<file path="src/rtl/ms_wb_slice_tmo_if.sv">
// Wishbone classic bus bundle used on both sides of the registered slice.
// The master drives the request fields; the slave returns read data and acknowledge.
interface ms_wb_slice_tmo_if;
  logic        cyc;
  logic        stb;
  logic        we;
  logic [3:0]  sel;
  logic [31:0] adr;
  logic [31:0] dat_w;
  logic [31:0] dat_r;
  logic        ack;

  modport master (output cyc, stb, we, sel, adr, dat_w, input dat_r, ack);
  modport slave  (input cyc, stb, we, sel, adr, dat_w, output dat_r, ack);
endinterface

</file>
<file path="src/rtl/ms_wb_slice_tmo.sv">
// Registered Wishbone slice between the management master and the user-area decoder.
// A transfer the IP does not acknowledge in time ends locally with ERR_DATA and a sticky flag.
//
// state | meaning
// IDLE  | no transfer outstanding; a strobed cycle is latched and issued
// REQ   | request held on m_wb, waiting for ack, abort or timeout
// RESP  | s_wb ack pulse for the completed (or timed-out) transfer
module ms_wb_slice_tmo #(
  parameter int unsigned TMO_CYCLES = 255,
  parameter logic [31:0] ERR_DATA   = 32'hDEADBEEF
) (
  input  logic                clk_i,
  input  logic                rst_i,
  ms_wb_slice_tmo_if.slave    s_wb,
  ms_wb_slice_tmo_if.master   m_wb,
  input  logic                tmo_clr_i,
  output logic                tmo_o,
  output logic [31:0]         tmo_adr_o
);

  localparam int unsigned CNT_W = (TMO_CYCLES > 1) ? $clog2(TMO_CYCLES) : 1;
  localparam logic [CNT_W-1:0] CNT_LOAD = CNT_W'(TMO_CYCLES - 1);

  typedef enum logic [1:0] {IDLE, REQ, RESP} state_t;

  state_t            state_q, state_d;
  logic [CNT_W-1:0]  cnt_q, cnt_d;
  logic              bus_q, bus_d;
  logic              we_q, we_d;
  logic [3:0]        sel_q, sel_d;
  logic [31:0]       adr_q, adr_d;
  logic [31:0]       wdat_q, wdat_d;
  logic [31:0]       rdat_q, rdat_d;
  logic              ack_q, ack_d;
  logic              tmo_q, tmo_d;
  logic [31:0]       tmo_adr_q, tmo_adr_d;
  logic              tmo_set;

  always_ff @(posedge clk_i) begin
    if (rst_i) begin
      state_q   <= IDLE;
      cnt_q     <= '0;
      bus_q     <= 1'b0;
      we_q      <= 1'b0;
      sel_q     <= '0;
      adr_q     <= '0;
      wdat_q    <= '0;
      rdat_q    <= '0;
      ack_q     <= 1'b0;
      tmo_q     <= 1'b0;
      tmo_adr_q <= '0;
    end else begin
      state_q   <= state_d;
      cnt_q     <= cnt_d;
      bus_q     <= bus_d;
      we_q      <= we_d;
      sel_q     <= sel_d;
      adr_q     <= adr_d;
      wdat_q    <= wdat_d;
      rdat_q    <= rdat_d;
      ack_q     <= ack_d;
      tmo_q     <= tmo_d;
      tmo_adr_q <= tmo_adr_d;
    end
  end

  // Timeout timer counts down from TMO_CYCLES-1; reaching zero in REQ is the last allowed cycle.
  always_comb begin
    state_d   = state_q;
    cnt_d     = cnt_q;
    bus_d     = bus_q;
    we_d      = we_q;
    sel_d     = sel_q;
    adr_d     = adr_q;
    wdat_d    = wdat_q;
    rdat_d    = rdat_q;
    ack_d     = 1'b0;
    tmo_adr_d = tmo_adr_q;
    tmo_set   = 1'b0;

    case (state_q)
      IDLE: begin
        if (s_wb.cyc && s_wb.stb) begin
          we_d    = s_wb.we;
          sel_d   = s_wb.sel;
          adr_d   = s_wb.adr;
          wdat_d  = s_wb.dat_w;
          bus_d   = 1'b1;
          cnt_d   = CNT_LOAD;
          state_d = REQ;
        end
      end
      REQ: begin
        if (!s_wb.cyc) begin
          bus_d   = 1'b0;
          state_d = IDLE;
        end else if (m_wb.ack) begin
          rdat_d  = m_wb.dat_r;
          bus_d   = 1'b0;
          ack_d   = 1'b1;
          state_d = RESP;
        end else if (cnt_q == '0) begin
          rdat_d    = ERR_DATA;
          bus_d     = 1'b0;
          ack_d     = 1'b1;
          tmo_set   = 1'b1;
          tmo_adr_d = adr_q;
          state_d   = RESP;
        end else begin
          cnt_d = cnt_q - 1'b1;
        end
      end
      RESP: state_d = IDLE;
      default: state_d = IDLE;
    endcase

    tmo_d = tmo_set | (tmo_q & ~tmo_clr_i);
  end

  assign m_wb.cyc   = bus_q;
  assign m_wb.stb   = bus_q;
  assign m_wb.we    = we_q;
  assign m_wb.sel   = sel_q;
  assign m_wb.adr   = adr_q;
  assign m_wb.dat_w = wdat_q;
  assign s_wb.ack   = ack_q;
  assign s_wb.dat_r = rdat_q;
  assign tmo_o      = tmo_q;
  assign tmo_adr_o  = tmo_adr_q;

endmodule
</file>
<file path="src/flat_wrapper.sv">
// flat-port wrapper written by rule: the top's interface ports become plain ports
module ms_wb_slice_tmo_flat 
#(
  parameter int unsigned TMO_CYCLES = 255,
  parameter logic [31:0] ERR_DATA   = 32'hDEADBEEF
)
  (clk_i, rst_i, tmo_clr_i, tmo_o, tmo_adr_o, s_wb_cyc, s_wb_stb, s_wb_we, s_wb_sel, s_wb_adr, s_wb_dat_w, s_wb_dat_r, s_wb_ack, m_wb_cyc, m_wb_stb, m_wb_we, m_wb_sel, m_wb_adr, m_wb_dat_w, m_wb_dat_r, m_wb_ack);
  ms_wb_slice_tmo_if s_wb_i ();
  ms_wb_slice_tmo_if m_wb_i ();
  input  logic clk_i;
  input  logic rst_i;
  input  logic tmo_clr_i;
  output logic tmo_o;
  output logic [31:0] tmo_adr_o;
  input wire logic [$bits(s_wb_i.cyc)-1:0] s_wb_cyc;
  input wire logic [$bits(s_wb_i.stb)-1:0] s_wb_stb;
  input wire logic [$bits(s_wb_i.we)-1:0] s_wb_we;
  input wire logic [$bits(s_wb_i.sel)-1:0] s_wb_sel;
  input wire logic [$bits(s_wb_i.adr)-1:0] s_wb_adr;
  input wire logic [$bits(s_wb_i.dat_w)-1:0] s_wb_dat_w;
  output wire logic [$bits(s_wb_i.dat_r)-1:0] s_wb_dat_r;
  output wire logic [$bits(s_wb_i.ack)-1:0] s_wb_ack;
  output wire logic [$bits(m_wb_i.cyc)-1:0] m_wb_cyc;
  output wire logic [$bits(m_wb_i.stb)-1:0] m_wb_stb;
  output wire logic [$bits(m_wb_i.we)-1:0] m_wb_we;
  output wire logic [$bits(m_wb_i.sel)-1:0] m_wb_sel;
  output wire logic [$bits(m_wb_i.adr)-1:0] m_wb_adr;
  output wire logic [$bits(m_wb_i.dat_w)-1:0] m_wb_dat_w;
  input wire logic [$bits(m_wb_i.dat_r)-1:0] m_wb_dat_r;
  input wire logic [$bits(m_wb_i.ack)-1:0] m_wb_ack;
  assign s_wb_i.cyc = s_wb_cyc;
  assign s_wb_i.stb = s_wb_stb;
  assign s_wb_i.we = s_wb_we;
  assign s_wb_i.sel = s_wb_sel;
  assign s_wb_i.adr = s_wb_adr;
  assign s_wb_i.dat_w = s_wb_dat_w;
  assign s_wb_dat_r = s_wb_i.dat_r;
  assign s_wb_ack = s_wb_i.ack;
  assign m_wb_cyc = m_wb_i.cyc;
  assign m_wb_stb = m_wb_i.stb;
  assign m_wb_we = m_wb_i.we;
  assign m_wb_sel = m_wb_i.sel;
  assign m_wb_adr = m_wb_i.adr;
  assign m_wb_dat_w = m_wb_i.dat_w;
  assign m_wb_i.dat_r = m_wb_dat_r;
  assign m_wb_i.ack = m_wb_ack;
  ms_wb_slice_tmo #(.TMO_CYCLES(TMO_CYCLES), .ERR_DATA(ERR_DATA)) u_core (.clk_i(clk_i), .rst_i(rst_i), .s_wb(s_wb_i), .m_wb(m_wb_i), .tmo_clr_i(tmo_clr_i), .tmo_o(tmo_o), .tmo_adr_o(tmo_adr_o));
endmodule
</file>
<file path="config.mk">
export PLATFORM = sky130hd
export DESIGN_NAME = ms_wb_slice_tmo_flat
export DESIGN_NICKNAME = d
export VERILOG_FILES = /design/src/rtl/ms_wb_slice_tmo_if.sv /design/src/rtl/ms_wb_slice_tmo.sv /design/src/flat_wrapper.sv
export SDC_FILE = /design/constraint.sdc
export NUM_CORES = 1
export LEC_CHECK = 0
export CORE_MARGIN = 2
export CORE_UTILIZATION = 41
export DETAILED_ROUTE_END_ITERATION = 10
export HOLD_SLACK_MARGIN = 0.08
export PLACE_DENSITY = 0.86
export SLEW_MARGIN = 10
export SYNTH_ARGS = -nofsm -noshare
export SYNTH_HDL_FRONTEND = slang
export SYNTH_SLANG_ARGS = --single-unit
</file>
<file path="constraint.sdc">
create_clock -name clk_i -period 2 [get_ports clk_i]
set_input_delay 0.4 -clock clk_i [delete_from_list [all_inputs] [get_ports clk_i]]
set_output_delay 0.4 -clock clk_i [all_outputs]
set_load 0.02 [all_outputs]
</file>
# Word-level counts from Yosys, hierarchy flattened
# Cells that the tools add are included.
# Widths: inputs -> output; s select.
# totals
register_bits,146
# classes
add_sub_neg,1
n_eq_ne,6
mux,22
bitwise_logic,6
n_reduce_logical,12
# ops
operator,count
$mux 32,2
$mux 8,4
$pmux 8 s2,1
$mux 1,9
$logic_not 8->1,1
$mux 2,4
$sub 8x1->8 const B,1
$ne 2x2->1 const B,3
$reduce_and 3->1,2
$reduce_and 5->1,1
$ne 4x3->1 const B,1
$not 1->1,4
$pmux 2 s2,1
$reduce_and 2->1,2
$reduce_and 4->1,1
$reduce_bool 2->1,2
$reduce_or 3->1,1
$eq 2x1->1 const B,1
$logic_not 2->1,1
$ne 2x1->1 const B,1
$pmux 1 s2,1
$and 1x1->1,1
$logic_and 1x1->1,1
$or 1x1->1,1

# Depth between registers and ports, before layout
# logic_depth
depth_word,6
depth_mapped,8
depth_no_buf,6

# Worst setup path after synthesis
# OpenSTA, ideal clock, no wires.
# synth_timing
path_type,register to register
from,register u_core.cnt_q[0]
to,"register u_core.tmo_adr_q[22], in the netlist u_core.tmo_adr_o[22]"
t_arrival_ns,1.489
slack_ns,0.379
stages_incl_launch_ff,8
period_less_slack_ns,1.621
cell_sequence,dfxtp_1 inv_1 ha_1 nor3b_1 nand3_1 clkbuf_1 nand2_1 a21oi_1
# synth_between
elab_chain_len,2
# synth_rtl
item,line,text
"start, declared",ms_wb_slice_tmo.sv:27,"logic [CNT_W-1:0] cnt_q, cnt_d;"
"start signal, assigned",ms_wb_slice_tmo.sv:54,cnt_q <= cnt_d;
$logic_not 8->1,ms_wb_slice_tmo.sv:102,end else if (cnt_q == '0) begin
$reduce_and 4->1 (no line),-,
"end signal, assigned",ms_wb_slice_tmo.sv:63,tmo_adr_q <= tmo_adr_d;
"end, declared",ms_wb_slice_tmo.sv:36,"logic [31:0] tmo_adr_q, tmo_adr_d;"
# No other way between the ends.
# A chain may end at the register's enable or synchronous reset.

# Worst setup path in the final report
# layout_timing
from,"register u_core.adr_q[30], in the netlist u_core.m_wb.adr[30]"
to,output m_wb_adr[30]
# layout_lines
item,line,text
"start, declared",ms_wb_slice_tmo.sv:31,"logic [31:0] adr_q, adr_d;"
"start signal, assigned",ms_wb_slice_tmo.sv:58,adr_q <= adr_d;
"end, declared",flat_wrapper.sv:27,output wire logic [$bits(m_wb_i.adr)-1:0] m_wb_adr;
# No word-level cell between the ends.

==> run_summary.xml <==
<?xml version="1.0" encoding="UTF-8"?>
<metrics>
  <group name="layout">
    <metric name="area_growth_syn_to_layout" unit="%">61.0</metric>
    <metric name="layout-drive-gt1-share" unit="%">7.14</metric>
    <metric name="multi_input_area" unit="mm^2">0.00219</metric>
    <metric name="post-route-cell-area" unit="mm^2">0.00861</metric>
    <metric name="layout.area.seq" unit="mm^2">0.00292</metric>
    <metric name="layout.filler_cells" unit="">1028</metric>
    <metric name="layout.nets" unit="">1007</metric>
    <metric name="antenna_diodes" unit="">0</metric>
  </group>
  <group name="die">
    <metric name="floorplan.initialDensity" unit="%">42.2</metric>
    <metric name="die_y" unit="um">118</metric>
    <metric name="io_pins" unit="">244</metric>
    <metric name="placementRows" unit="">41</metric>
    <metric name="die_x" unit="um">118</metric>
    <metric name="fp.dieArea" unit="mm^2">0.0140</metric>
    <metric name="fp.coreArea" unit="mm^2">0.0127</metric>
  </group>
  <group name="timing">
    <metric name="final-max-slew-violation-count" unit="">0</metric>
    <metric name="final_hold_violation_count" unit="">0</metric>
    <metric name="max_freq" unit="GHz">0.552</metric>
    <metric name="whs" unit="ns">0.398</metric>
    <metric name="fin_skew" unit="ns">0.00603</metric>
    <metric name="setup_tns" unit="ns">0</metric>
    <metric name="tightestPinTransition" unit="ns">0.381</metric>
    <metric name="timing.max_slew.rel_slack" unit="%">74.6</metric>
    <metric name="rsz0062_at_grt" unit="">no</metric>
    <metric name="timing.final.crit_period" unit="ns">1.81</metric>
    <metric name="finalCritPeriodShare" unit="%">90.5</metric>
    <metric name="setup-violations-final" unit="">0</metric>
  </group>
  <group name="yosys">
    <metric name="synth_net_count" unit="">770</metric>
    <metric name="synth_edf_count" unit="">0</metric>
    <metric name="synth-seq-cells" unit="">146</metric>
    <metric name="synth.most_common_cell" unit="">sky130_fd_sc_hd__nand2_1</metric>
    <metric name="yosys_warnings" unit="">0</metric>
    <metric name="post_synth_main_area_contributors" unit="">sky130_fd_sc_hd__dfxtp_1, sky130_fd_sc_hd__nand2_1, sky130_fd_sc_hd__a21oi_1, sky130_fd_sc_hd__nor2_1, sky130_fd_sc_hd__o21a_1</metric>
    <metric name="netlist_instances" unit="">661</metric>
    <metric name="seq_area_frac_synth" unit="%">54.7</metric>
    <metric name="ys_async_sr_fraction" unit="%">0</metric>
    <metric name="synthDominantAreaCellType" unit="">sky130_fd_sc_hd__dfxtp_1</metric>
    <metric name="syn_area_per_cell" unit="um^2">8.09</metric>
    <metric name="synthesis.area" unit="mm^2">0.00535</metric>
    <metric name="yosys-top-cells-count" unit="">sky130_fd_sc_hd__nand2_1, sky130_fd_sc_hd__dfxtp_1, sky130_fd_sc_hd__a21oi_1</metric>
    <metric name="synth_cell_types" unit="">38</metric>
    <metric name="synth_top_cell_area_share" unit="%">54.7</metric>
    <metric name="synthFlopType" unit="">sky130_fd_sc_hd__dfxtp_1</metric>
  </group>
  <group name="worst_setup_path">
    <metric name="critical_path.top_delay_family" unit="">buffers and inverters</metric>
    <metric name="delay_of_the_slowest_cell_on_the_worst_path" unit="ns">0.66</metric>
    <metric name="crit-reg2reg-capture" unit="">u_core.m_wb.cyc$_SDFFE_PP0P_</metric>
    <metric name="start_to_end_type_of_the_worst_setup_path" unit="">reg -&gt; out</metric>
    <metric name="path_max_fanout" unit="">3</metric>
    <metric name="critPathSlowestCell" unit="">sky130_fd_sc_hd__clkdlybuf4s50_1</metric>
    <metric name="critPathRequiredTime" unit="ns">1.60</metric>
    <metric name="r2r_cells" unit="">6</metric>
    <metric name="cp.buffers_inverters" unit="">1</metric>
    <metric name="r2r_start" unit="">u_core.cnt_q[0]$_SDFFE_PP0P_</metric>
    <metric name="startpoint_type" unit="">flop</metric>
    <metric name="crit_arrival" unit="ns">1.41</metric>
    <metric name="crit_chain" unit="">clkdlybuf4s50_1</metric>
    <metric name="reg_to_reg_slack_setup" unit="ns">0.31</metric>
    <metric name="critical_path.endpoint_type" unit="">primary output</metric>
  </group>
  <group name="clocking">
    <metric name="hold_buffers" unit="">0</metric>
    <metric name="cts.repair_timing.setup_buffer_count" unit="">0</metric>
    <metric name="cts.path.max_buffers" unit="">2</metric>
    <metric name="tritoncts_num_sinks" unit="">146</metric>
    <metric name="numCtsBuffers" unit="">17</metric>
    <metric name="clock_tree.htree_level_count" unit="">4</metric>
    <metric name="tritoncts" unit="">built</metric>
    <metric name="clock_tree.root_cell" unit="">sky130_fd_sc_hd__clkbuf_16</metric>
    <metric name="worstSkewPairLatency" unit="ns">0.41</metric>
    <metric name="worst_setup_hold_path_clk_slew" unit="ns">0.06</metric>
  </group>
  <group name="routing">
    <metric name="drtAntennaViolNets" unit="">0</metric>
    <metric name="drt-initial-drc-count" unit="">326</metric>
    <metric name="num_vias" unit="">5323</metric>
    <metric name="drc" unit="">0</metric>
    <metric name="wl" unit="mm">15.6</metric>
    <metric name="drt-vias-per-instance" unit="">4.92</metric>
    <metric name="wl_per_cell" unit="um">14.4</metric>
    <metric name="detailedRoute.firstPassIterationCount" unit="">4</metric>
  </group>
  <group name="min_path">
    <metric name="worstHoldEndpoint" unit="">u_core.state_q[0]$_SDFFE_PP0P_</metric>
    <metric name="holdPathStages" unit="">2</metric>
    <metric name="hold_path_class" unit="">in -&gt; reg</metric>
    <metric name="hold_path_origin" unit="">rst_i</metric>
  </group>
  <group name="global_routing">
    <metric name="grt_start_max_net_pins" unit="">53</metric>
    <metric name="first_global_vias" unit="">5293</metric>
    <metric name="grt_antenna_before_repair" unit="">0</metric>
    <metric name="grt_pass1_wl" unit="mm">25.5</metric>
    <metric name="grt_overflow_total" unit="">0</metric>
    <metric name="track_usage" unit="%">22.6</metric>
  </group>
  <group name="placed_design">
    <metric name="dp.final_hpwl" unit="mm">10.9</metric>
    <metric name="detailed_place.area" unit="mm^2">0.00802</metric>
    <metric name="gpl.final_weighted_congestion" unit="">0.801</metric>
    <metric name="port_buffers" unit="">243</metric>
  </group>
  <group name="pwr">
    <metric name="max-vdd-ir-drop" unit="uV">570</metric>
    <metric name="p_per_area" unit="mW/mm^2">820</metric>
    <metric name="leakagePower" unit="uW">0.00310</metric>
  </group>
  <group name="run">
    <metric name="timing.max_cap.violations" unit="">0</metric>
  </group>
  <group name="outcome">
    <metric name="run_status" unit="">finished clean</metric>
  </group>
</metrics>
-- layout make-up --
cell class | instances | area share, %
sequential | 146 | 34.0
inverter | 5 | 0.218
tap | 172 | 2.50
clock inverter | 9 | 1.22
clock buffer | 23 | 5.55
multi-input combinational | 463 | 25.4
timing repair buffer | 265 | 31.2
-- metrics by stage --
step           utilization (%)  instances  total power [uW]  worst slack [ns]
5_1_grt                   67.9       1083              7350             0.134
6_report                  67.9       1083              7060             0.189
4_1_cts                   67.9       1083              7140             0.134
2_1_floorplan                -        661              3540             0.379
3_3_place_gp              63.3       1051              4020            0.0496
3_5_place_dp              63.3       1051              4030            0.0300
-- placed cells by master, fill, tap and decap left out, drive strengths merged, types with 11 or more instances in the layout --
cell             n
nor3            11
a21oi          114
clkdlybuf4s50  242
dfxtp          146
clkbuf          23
nand2          211
buf             23
nor2            55
o21a            26
o21ai           13
-- how the worst max path moves through the flow --
stage / slack (ns) / start / end / depth (start not counted)
floorplan: 0.38 / u_core.cnt_q[0]$_SDFFE_PP0P_ / u_core.tmo_adr_o[22]$_SDFFE_PP0P_ / 7
global placement: 0.05 / m_wb_ack / u_core.cnt_q[6]$_SDFFE_PP0P_ / 5
detailed placement: 0.03 / m_wb_ack / u_core.cnt_q[6]$_SDFFE_PP0P_ / 5
CTS: 0.13 / u_core.cnt_q[0]$_SDFFE_PP0P_ / u_core.tmo_adr_o[24]$_SDFFE_PP0P_ / 7
global route: 0.13 / u_core.m_wb.adr[13]$_SDFFE_PP0P_ / m_wb_adr[13] / 1
finish: 0.19 / u_core.m_wb.adr[30]$_SDFFE_PP0P_ / m_wb_adr[30] / 1
-- state kept, by name, indices dropped and copies added, names as in the netlist --
signal / cells
u_core.m_wb.adr: 32
u_core.state_q: 2
u_core.m_wb.sel: 4
u_core.tmo_o: 1
u_core.m_wb.cyc: 1
u_core.tmo_adr_o: 32
u_core.s_wb.dat_r: 32
u_core.m_wb.dat_w: 32
u_core.cnt_q: 8
u_core.s_wb.ack: 1
u_core.m_wb.we: 1
-- timing repair --
item	CTS	global route
gates resized for setup	0	1
hold endpoints to repair	0	0
setup endpoints to repair	0	8
-- cell families after synthesis --
| kind of cell | Yosys count | share of synthesized area, % |
|---|---|---|
| fa+ha+maj | 2 | 0.468 |
| mux | 1 | 0.211 |
| buf+inv | 52 | 4.64 |
| compound gates | 161 | 17.0 |
| flops | 146 | 54.7 |
| simple gates | 299 | 23.0 |
-- power by group --
group | switching (uW) | internal, uW
Combinational | 422 | 469
Clock | 1160 | 1930
Sequential | 73.5 | 3010
Total | 1650 | 5410
-- routing by layer --
layer,global-route usage [%],up-vias,share of wire [%]
met5,0,-,0
met4,10.2,0,2.1
met3,8.30,25,8.5
met2,39.0,197,49
met1,24.6,2456,40
li1,-,2645,-
No activity file was read; power rests on OpenSTA's default activity.
